--- src/rtl/dram_arb_pkg.sv ---
// Shared types for the DRAM access arbiter: FSM state encoding and requester IDs.
package dram_arb_pkg;
  typedef enum logic [1:0] {IDLE, ISSUE, RD_WAIT, DONE} state_t;

  localparam logic REQ_CPU = 1'b0;
  localparam logic REQ_LD  = 1'b1;
endpackage

--- src/rtl/dram_access_arbiter_rr_pick2.sv ---
// Combinational 2-way round-robin picker: on a tie, grant the requester not served last.
module rr_pick2
  import dram_arb_pkg::*;
(
  input  logic [1:0] req,
  input  logic       last,
  output logic       gnt_id,
  output logic       valid
);
  always_comb begin
    valid  = |req;
    gnt_id = REQ_CPU;
    if (req == 2'b11) gnt_id = ~last;
    else if (req[REQ_LD]) gnt_id = REQ_LD;
  end
endmodule

--- src/rtl/dram_access_arbiter.sv ---
// Round-robin arbiter sharing one DRAM port between controller and loader, one access in flight.
// Define DRAM_ARB_BURST_EN to let the owner chain up to BURST_MAX accesses per grant.
module dram_access_arbiter
  import dram_arb_pkg::*;
#(
  parameter int ADDR_W    = 16,
  parameter int DATA_W    = 8,
  parameter int RD_LAT    = 2,
  parameter int BURST_MAX = 4
) (
  input  logic              clk,
  input  logic              rst_n,
  input  logic              cpu_req,
  input  logic              cpu_we,
  input  logic [ADDR_W-1:0] cpu_addr,
  input  logic [DATA_W-1:0] cpu_wdata,
  output logic              cpu_gnt,
  output logic              cpu_done,
  output logic [DATA_W-1:0] cpu_rdata,
  input  logic              ld_req,
  input  logic              ld_we,
  input  logic [ADDR_W-1:0] ld_addr,
  input  logic [DATA_W-1:0] ld_wdata,
  output logic              ld_gnt,
  output logic              ld_done,
  output logic [DATA_W-1:0] ld_rdata,
  output logic [ADDR_W-1:0] dram_addr,
  output logic [DATA_W-1:0] dram_wdata,
  output logic              dram_read,
  output logic              dram_write,
  input  logic [DATA_W-1:0] dram_rdata,
  output logic              busy
);
  localparam int LW = $clog2(RD_LAT + 1);

  state_t              state, state_nxt;
  logic                owner, we_q, last_served;
  logic [ADDR_W-1:0]   addr_q;
  logic [DATA_W-1:0]   wdata_q;
  logic [LW-1:0]       lat_cnt;
  logic                pick_id, pick_vld, load, sel, rd_last, on_port;

  rr_pick2 u_pick (
    .req    ({ld_req, cpu_req}),
    .last   (last_served),
    .gnt_id (pick_id),
    .valid  (pick_vld)
  );

`ifdef DRAM_ARB_BURST_EN
  localparam int BW = (BURST_MAX > 1) ? $clog2(BURST_MAX) : 1;
  logic [BW-1:0] burst_cnt;
  logic          own_req, burst_go;
  assign own_req  = (owner == REQ_LD) ? ld_req : cpu_req;
  assign burst_go = own_req && (burst_cnt < BW'(BURST_MAX - 1));
`endif

  // A burst re-latches the current owner in DONE; otherwise the picker decides in IDLE.
  assign sel     = (state == DONE) ? owner : pick_id;
  assign rd_last = !we_q && (((state == ISSUE) && (RD_LAT == 1)) ||
                             ((state == RD_WAIT) && (lat_cnt == LW'(RD_LAT - 1))));

  always_comb begin
    state_nxt = state;
    load      = 1'b0;
    case (state)
      IDLE:    if (pick_vld) begin state_nxt = ISSUE; load = 1'b1; end
      ISSUE:   state_nxt = (we_q || RD_LAT == 1) ? DONE : RD_WAIT;
      RD_WAIT: if (rd_last) state_nxt = DONE;
      DONE: begin
        state_nxt = IDLE;
`ifdef DRAM_ARB_BURST_EN
        if (burst_go) begin state_nxt = ISSUE; load = 1'b1; end
`endif
      end
      default: state_nxt = IDLE;
    endcase
  end

  always_ff @(posedge clk or negedge rst_n) begin
    if (!rst_n) begin
      state       <= IDLE;
      owner       <= REQ_CPU;
      we_q        <= 1'b0;
      addr_q      <= '0;
      wdata_q     <= '0;
      lat_cnt     <= '0;
      last_served <= REQ_LD;
      cpu_rdata   <= '0;
      ld_rdata    <= '0;
    end else begin
      state <= state_nxt;
      if (load) begin
        owner   <= sel;
        we_q    <= (sel == REQ_LD) ? ld_we    : cpu_we;
        addr_q  <= (sel == REQ_LD) ? ld_addr  : cpu_addr;
        wdata_q <= (sel == REQ_LD) ? ld_wdata : cpu_wdata;
      end
      if (state == ISSUE) lat_cnt <= LW'(1);
      else if (state == RD_WAIT) lat_cnt <= lat_cnt + LW'(1);
      if (rd_last) begin
        if (owner == REQ_LD) ld_rdata <= dram_rdata;
        else cpu_rdata <= dram_rdata;
      end
      if (state == DONE) last_served <= owner;
    end
  end

`ifdef DRAM_ARB_BURST_EN
  always_ff @(posedge clk or negedge rst_n) begin
    if (!rst_n) burst_cnt <= '0;
    else if (state == DONE) burst_cnt <= burst_go ? burst_cnt + BW'(1) : '0;
  end
`endif

  assign on_port    = (state == ISSUE) || (state == RD_WAIT);
  assign busy       = (state != IDLE);
  assign cpu_gnt    = busy && (owner == REQ_CPU);
  assign ld_gnt     = busy && (owner == REQ_LD);
  assign cpu_done   = (state == DONE) && (owner == REQ_CPU);
  assign ld_done    = (state == DONE) && (owner == REQ_LD);
  assign dram_write = (state == ISSUE) && we_q;
  assign dram_read  = on_port && !we_q;
  assign dram_addr  = on_port ? addr_q  : '0;
  assign dram_wdata = on_port ? wdata_q : '0;
endmodule

--- config.mk ---
export PLATFORM = sky130hd
export DESIGN_NAME = dram_access_arbiter
export DESIGN_NICKNAME = d
export VERILOG_FILES = /design/src/rtl/dram_arb_pkg.sv /design/src/rtl/dram_access_arbiter_rr_pick2.sv /design/src/rtl/dram_access_arbiter.sv
export SDC_FILE = /design/constraint.sdc
export NUM_CORES = 1
export LEC_CHECK = 0
export ABC_AREA = 1
export ABC_CLOCK_PERIOD_IN_PS = 4400
export CAP_MARGIN = 25
export CORE_MARGIN = 3
export CORE_UTILIZATION = 35
export CTS_CLUSTER_SIZE = 30
export DETAILED_ROUTE_END_ITERATION = 12
export GPL_TIMING_DRIVEN = 0
export HOLD_SLACK_MARGIN = 0.12
export PLACE_DENSITY = 0.69
export SLEW_MARGIN = 40
export SYNTH_ARGS = -nofsm -noshare
export SYNTH_HDL_FRONTEND = slang
export SYNTH_SLANG_ARGS = --single-unit
export TNS_END_PERCENT = 20
--- constraint.sdc ---
create_clock -name clk -period 4.4 [get_ports clk]
set_clock_uncertainty 0.15 [all_clocks]
set_input_delay 1.1 -clock clk [delete_from_list [all_inputs] [get_ports clk]]
set_output_delay 1.1 -clock clk [all_outputs]
set_load 0.02 [all_outputs]
---- Word level (Yosys, flattened, before mapping) ----
Cells that the tools add are included.
word-level totals
  bits of input ports ..................... 62
  register bits ........................... 47
  output and inout bits ................... 47
cells by class
  add/sub/neg operators ................... 1
  equality and inequality tests ........... 7
  reduce and logical (&&, ||, !) cells .... 17
  bitwise gates (word level) .............. 2
  multiplexer cells ....................... 16
operators with widths
  cell                                                  number
  2-to-1 mux 16 bit                                     2
  2-to-1 mux 8 bit                                      2
  logical AND 1 bit                                     8
  2-to-1 mux 2 bit                                      4
  one-hot mux 2 bit (4 select lines)                    1
  2-to-1 mux 1 bit                                      7
  equality test 2 bit (second input constant)           3
  AND reduction 2 bit                                   3
  equality test 2 x 1 -> 1 bit (second input constant)  2
  != test 2 bit (second input constant)                 2
  nonzero test 2 bit                                    2
  adder 2 x 1 -> 2 bit (second input constant)          1
  zero test 2 bit                                       1
  NOT 1 bit                                             2
  OR reduction 2 bit                                    1
  zero test 1 bit                                       1
  logical OR 1 bit                                      1

---- Logic depth before layout (Yosys ltp) ----
Gate-level depths: netlist of run 1.
  word-level depth ........................ 5
  mapped depth ............................ 8
  depth with buffers taken out ............ 7

---- By module ----
A second synthesis of run 1 with hierarchy kept.
second synthesis, totals
  cells, all modules ...................... 392
  area, all modules ....................... 2738.9 um^2
modules (own cells, without submodules)
  module               cells an instance  instances  sequential area each (um^2)  area an instance (um^2)
  dram_access_arbiter  389                1          1177.4                       2723.9
  rr_pick2             3                  1          0.0                          15.0

---- Worst setup path before layout of run 1 ----
OpenSTA, ideal clock, no wires.
  path type ............................... flip-flop to output port
  from .................................... reg state[0]
  to ...................................... out dram_addr[0]
  data arrival time ....................... 1.354 ns
  cell stages (with the launch flop) ...... 7
  slack ................................... 1.796 ns
  path buffers ............................ 2
  cell sequence ........................... dfrtp_1 -> inv_1 -> ha_1 -> buf_2 -> clkbuf_1 -> nand2_1 -> inv_1
on the way
  cells in the longest elaborated chain, start to end .. 3
  elaborated cells on any way between the ends .. 4
RTL lines
  what                                                                        line                        source
  start: declaration                                                          dram_access_arbiter.sv:36   state_t state, state_nxt;
  start signal: assignment                                                    dram_access_arbiter.sv:92   state <= state_nxt;
  equality test 2 x 1 -> 1 bit / equality test 2 bit (equally long branches)  dram_access_arbiter.sv:116  assign on_port = (state == ISSUE) || (state == RD_WAIT);
  logical OR 1 bit (*)                                                        dram_access_arbiter.sv:116
  2-to-1 mux 16 bit (*)                                                       dram_access_arbiter.sv:124  assign dram_addr = on_port ? addr_q : '0;
  end: declaration                                                            dram_access_arbiter.sv:27   output logic [ADDR_W-1:0] dram_addr,
Mark *: on every way between the ends. The rest lies on a longest branch, timed or not.

---- Final worst setup path of run 1 ----
  from .................................... reg state[0]
  to ...................................... out dram_addr[8]
The elaborated chain is that of the path after synthesis.

==> results.ini, run 1 <==
[die]
die_w_um = 93.2
coreArea_mm2 = 0.00733
top_level_ports = 109
die_area_mm2 = 0.00868
fp-row-count = 31
start_util_pct = 36.3
dieHeight_um = 93.2

[global_routing]
met2_usage_pct = 29.3
grt_util_all_layers_pct = 17.4
grt_pass1_vias = 2564
top_usage_layer = met2
met1_usage_pct = 22.5
antenna_found_initial = 0
grt_max_degree = 27
grt_pass1_wl_um = 12000
overflow = 0
use_met3_pct = 3.94

[cts]
cts_made_buffers = 5
clk_pin_slew_worst_paths_ns = 0.10
cts_sinks = 47
clk_latency_ns = 0.31
cts_setup_buffers = 0
clock-root-buffer = clkbuf_8
cts_resized = 0
ctsHoldBuffers = 0
clk_path_buf_depth = 2
h-tree-depth = 2
cts_tree = done

[job]
maxCapViolCount = 0

[drt]
dr.pass1.iters = 4
num_vias = 2659
vias_per_cell = 4.48
ant_nets = 0
drt_iter0_markers = 110
routed_wl_um = 7410
drc = 0
routedWlPerCell_um = 12.5

[timing]
slew_headroom_pct = 65.9
hold_viol = 0
worst_slew_pin_slew_ns = 0.512
tns_ns = 0
fmax_mhz = 266
holdWs_ns = 0.330
period_share_pct = 85.5
setup_viol = 0
period_minus_slack_ns = 3.76
report.final.slew_viol_count = 0
rsz0062_at_grt = no

[critical_path]
cp.required_ns = 3.15
crit_fanout = 10
startpoint_type = register
path_class = register to primary output
crit_path_end_kind = primary output
worst_ep_arrival_time_ns = 2.51

[synthesis]
yosysWarnings = 0
syn_inst = 377
ys_ff_latch = 47
netlist_area_mm2 = 0.00266
syn_nets = 444
ys_types = 21
syn_area_per_cell_um2 = 7.06
seq_area_frac_synth_pct = 44.3

[cells_and_area]
mostFrequentLayoutCells = nand2_1, clkdlybuf4s50_1, inv_1
multi_input_area_mm2 = 0.00103
drive_gt1_share_pct = 7.09
area_delta_synth_final_pct = 49.4
final_nets = 560
regArea_mm2 = 0.00118
diodes = 0
fillerInstances = 709
mostFrequentLayoutCell = nand2_1

[placed_design]
portBuffers = 108
place.gp.congestion = 0.792
dp_hpwl_um = 5720

[worst_hold_path]
min_path_type = register to register

[run_status]
run_status = finished, final reports clean

[power_and_ir_drop]
p_leak_uw = 0.00221
cellPowerDensity_mw_per_mm2 = 735
irDropWorstVdd_v = 0.000353

[area by class of cell]
cell class                      instances  share of cell area, %
Sequential cell                        47                   29.6
Timing Repair Buffer                  109                   27.6
Inverter                               95                   8.97
Clock buffer                            5                   1.73
Buffer                                 17                   2.49
Clock inverter                          3                  0.567
Tap cell                               99                   3.12
Multi-Input combinational cell        218                   25.9
[metal layers]
metal  wire, µm  vias up
met5          0        -
met4        104        0
li1           -     1360
met3        414        9
met1       3250     1212
met2       3650       78
[metrics by stage]
stage / utilization [%] / setup WS, ns / cells / power, µW / instance area, µm²
after floorplan: - / 1.80 / 377 / 1860 / 2660
after global placement: 52.7 / 0.740 / 584 / 2630 / 3860
after detailed placement: 53.0 / 0.946 / 585 / 2670 / 3880
after CTS: 54.2 / 0.592 / 593 / 2960 / 3970
after global routing: 54.2 / 0.459 / 593 / 3170 / 3970
final: 54.2 / 0.636 / 593 / 2920 / 3970
[sequential cells by signal, summed over array words and instances, names as in the netlist]
register     count
last_served      1
we_q             1
ld_rdata         8
addr_q          16
state            2
lat_cnt          2
cpu_rdata        8
owner            1
wdata_q          8
[Yosys cell counts]
master,number,area share (%)
dfstp_2,1,0.99
nand3_1,26,4.9
clkbuf_1,3,0.42
buf_2,10,1.9
o22ai_1,1,0.24
nand3_4,1,0.66
buf_4,2,0.56
ha_1,5,2.4
nor2_1,5,0.71
buf_6,2,0.85
nand2_1,128,18
nand2_2,2,0.47
inv_2,4,0.56
o21ai_0,21,4.0
a21oi_4,1,0.61
or2_2,1,0.24
o21ai_1,1,0.19
nand4_1,25,5.9
nand3_2,1,0.38
inv_1,91,13
dfrtp_1,46,43
[path summary, 6_finish.rpt]
kind,start,end,slack [ns],cells past startpoint
setup / recovery,state[0],dram_addr[8],0.64,7
hold / removal,last_served,last_served,0.33,2
setup reg to reg,state[0],ld_rdata[7],2.48,7
hold reg to reg,last_served,last_served,0.33,2
max in group asynchronous,rst_n,addr_q[11],3.14,2
min in group asynchronous,rst_n,addr_q[0],0.51,1
[critical path, cell delays in order (launching register included)]
cell and delay [ns]:
dfrtp_1 0.41, inv_1 0.10, ha_1 0.28, buf_2 0.18, clkbuf_1 0.43, nand2_1 0.11, inv_1 0.07, clkdlybuf4s50_1 0.62
[where the power goes]
group	switching [µW]	internal, µW	leakage, µW	total [µW]
registers	132	659	0.000560	791
clock network	160	115	0.0000489	275
logic	1050	800	0.00160	1850
[cells by family (layout without fill, tap and decap cells)]
group           Yosys count  in the layout  share of synthesized area, %
simple gates            189            189                          31.3
flops                    47             47                          44.3
fa+ha+maj                 5              5                          2.35
compound gates           24             24                          4.99
buf+inv                 112            229                          17.1
Note: power is estimated with default switching activity, not from simulation.
==> inputs of run 2 (changes only) <==
Settings changed: CORE_MARGIN 3 to 4.
==> run 2 against run 1 <==
  * Via count did not move
  * First-iteration DRC count fell by 27%
  * Setup slack worse by 0.021 ns
  * Combinational power about the same
  * Register-to-register slack improved by 0.05 ns
  * Sequential power shrank 0.5%
  * Clock power hardly changed
  * Wire length is 0.77% lower
==> results.ini, run 2 (synthesis gave the netlist of run 1 again) <==
[cts]
h-tree-depth = 2
cts_tree = done
cts_made_buffers = 5
ctsHoldBuffers = 0
clk_pin_slew_worst_paths_ns = 0.10
clk_latency_ns = 0.30
clk_path_buf_depth = 2
clock-root-buffer = clkbuf_8
cts_sinks = 47
cts_resized = 0
cts_setup_buffers = 0

[drt]
num_vias = 2659
ant_nets = 0
drt_iter0_markers = 80
routed_wl_um = 7360
vias_per_cell = 4.48
routedWlPerCell_um = 12.4
drc = 0
dr.pass1.iters = 5

[critical_path]
cp_top_family = buffers and inverters
crit_slowest_cell = clkdlybuf4s50_1
cp.required_ns = 3.15
crit_path_end_kind = primary output
path_cells = inv_1 > ha_1 > buf_2 > clkbuf_1 > nand2_1 > inv_1 > clkdlybuf4s50_1
startpoint_type = register
worst_ep_arrival_time_ns = 2.53
path_class = register to primary output
crit_fanout = 10
max_stage_delay_ns = 0.62
crit_buf_inv = 5
cp_common_cell = inv_1

[power_and_ir_drop]
combPwrFrac_pct = 63.7
switching_share_pct = 46.1
pwr-share-seq_pct = 27.0
clkPwrFrac_pct = 9.3
switchingPower_uw = 1350
p_int_uw = 1570
p_leak_uw = 0.00221
p_total_uw = 2920
cellPowerDensity_mw_per_mm2 = 735
irDropWorstVdd_v = 0.000378

[placed_design]
place_area_mm2 = 0.00388
dp_hpwl_um = 5610
portBuffers = 108
dp_slack_ns = 0.956
place.gp.congestion = 0.793

[timing]
worst_slew_pin_slew_ns = 0.565
fin_ws_ns = 0.615
rsz0062_at_grt = no
hold_viol = 0
slew_headroom_pct = 62.3
fmax_mhz = 264
tns_ns = 0
period_share_pct = 86.0
period_minus_slack_ns = 3.78
setup_viol = 0
report.final.slew_viol_count = 0
holdWs_ns = 0.326

[cells_and_area]
fillerInstances = 707
final_nets = 560
drive_gt1_share_pct = 7.09
final_design_area_no_fill_mm2 = 0.00397
regMostFlops = addr_q
mostFrequentLayoutCell = nand2_1
mostFrequentLayoutCells = nand2_1, clkdlybuf4s50_1, inv_1
area_delta_synth_final_pct = 49.4
largest_register_ffs = 16
diodes = 0

[die]
coreArea_mm2 = 0.00733
fp-row-count = 31
die_area_mm2 = 0.00906
start_util_pct = 36.3
top_level_ports = 109
dieHeight_um = 95.2
die_w_um = 95.2

[run_status]
run_status = finished, final reports clean

[worst_hold_path]
min_path_type = register to register

[global_routing]
grt_pass1_wl_um = 11600
overflow = 0
grt_pass1_vias = 2525
antenna_found_initial = 0
grt_util_all_layers_pct = 16.2
grt_max_degree = 43

[job]
maxCapViolCount = 0

==> run 2: cell counts in the layout (fill, tap and decap cells not counted) <==
Identical to the previous run, type by type.
==> run 2: final timing paths <==
kind	start	endpoint	slack, ns	cells past startpoint
setup / recovery	state[0]	dram_addr[8]	0.62	7
hold / removal	last_served	last_served	0.33	2
setup reg to reg	state[0]	ld_rdata[7]	2.53	7
hold reg to reg	last_served	last_served	0.33	2
max in group asynchronous	rst_n	last_served	3.20	2
min in group asynchronous	rst_n	addr_q[1]	0.44	1
==> run 2: worst reg2reg max path, delay by kind of cell (launching register included) <==
| kind | cells | cell delay (ns) |
|---|---|---|
| buffers and inverters | 2 | 0.45 |
| DFF | 1 | 0.41 |
| adders and majority gates | 1 | 0.21 |
| and+or+nand+nor | 3 | 0.38 |
| AOI/OAI and AO/OA | 1 | 0.14 |
==> run 2: stage by stage <==
stage | std cells | util, %
detailed placement | 585 | 53.0
global placement | 584 | 52.7
CTS | 593 | 54.2
global route | 593 | 54.2
finish | 593 | 54.2
floorplan | 377 | -
==> run 2: layout make-up <==
cell class	count	area, µm²	area share, %
inverters	95	357	8.97
clock inverters	3	22.5	0.567
repair buffers	109	1100	27.6
clock buffers	5	68.8	1.73
plain buffers	17	98.8	2.49
multi-input cells	218	1030	25.9
well taps	99	124	3.12
flip-flops and latches	47	1180	29.6
==> run 2: power groups by stage <==
stage	clock, µW	sequential, µW	combinational, µW
2_1_floorplan	0	863	999
3_3_place_gp	0	789	1850
3_5_place_dp	0	790	1880
4_1_cts	280	788	1890
5_1_grt	289	817	2070
6_report	273	787	1860
==> run 2: routing by layer <==
metal	GRT usage (%)	vias to the layer above	routed length (µm)
met3	3.31	6	498
met4	3.61	0	50
li1	-	1366	-
met5	0	-	0
met1	20.7	1206	3230
met2	28.2	81	3580
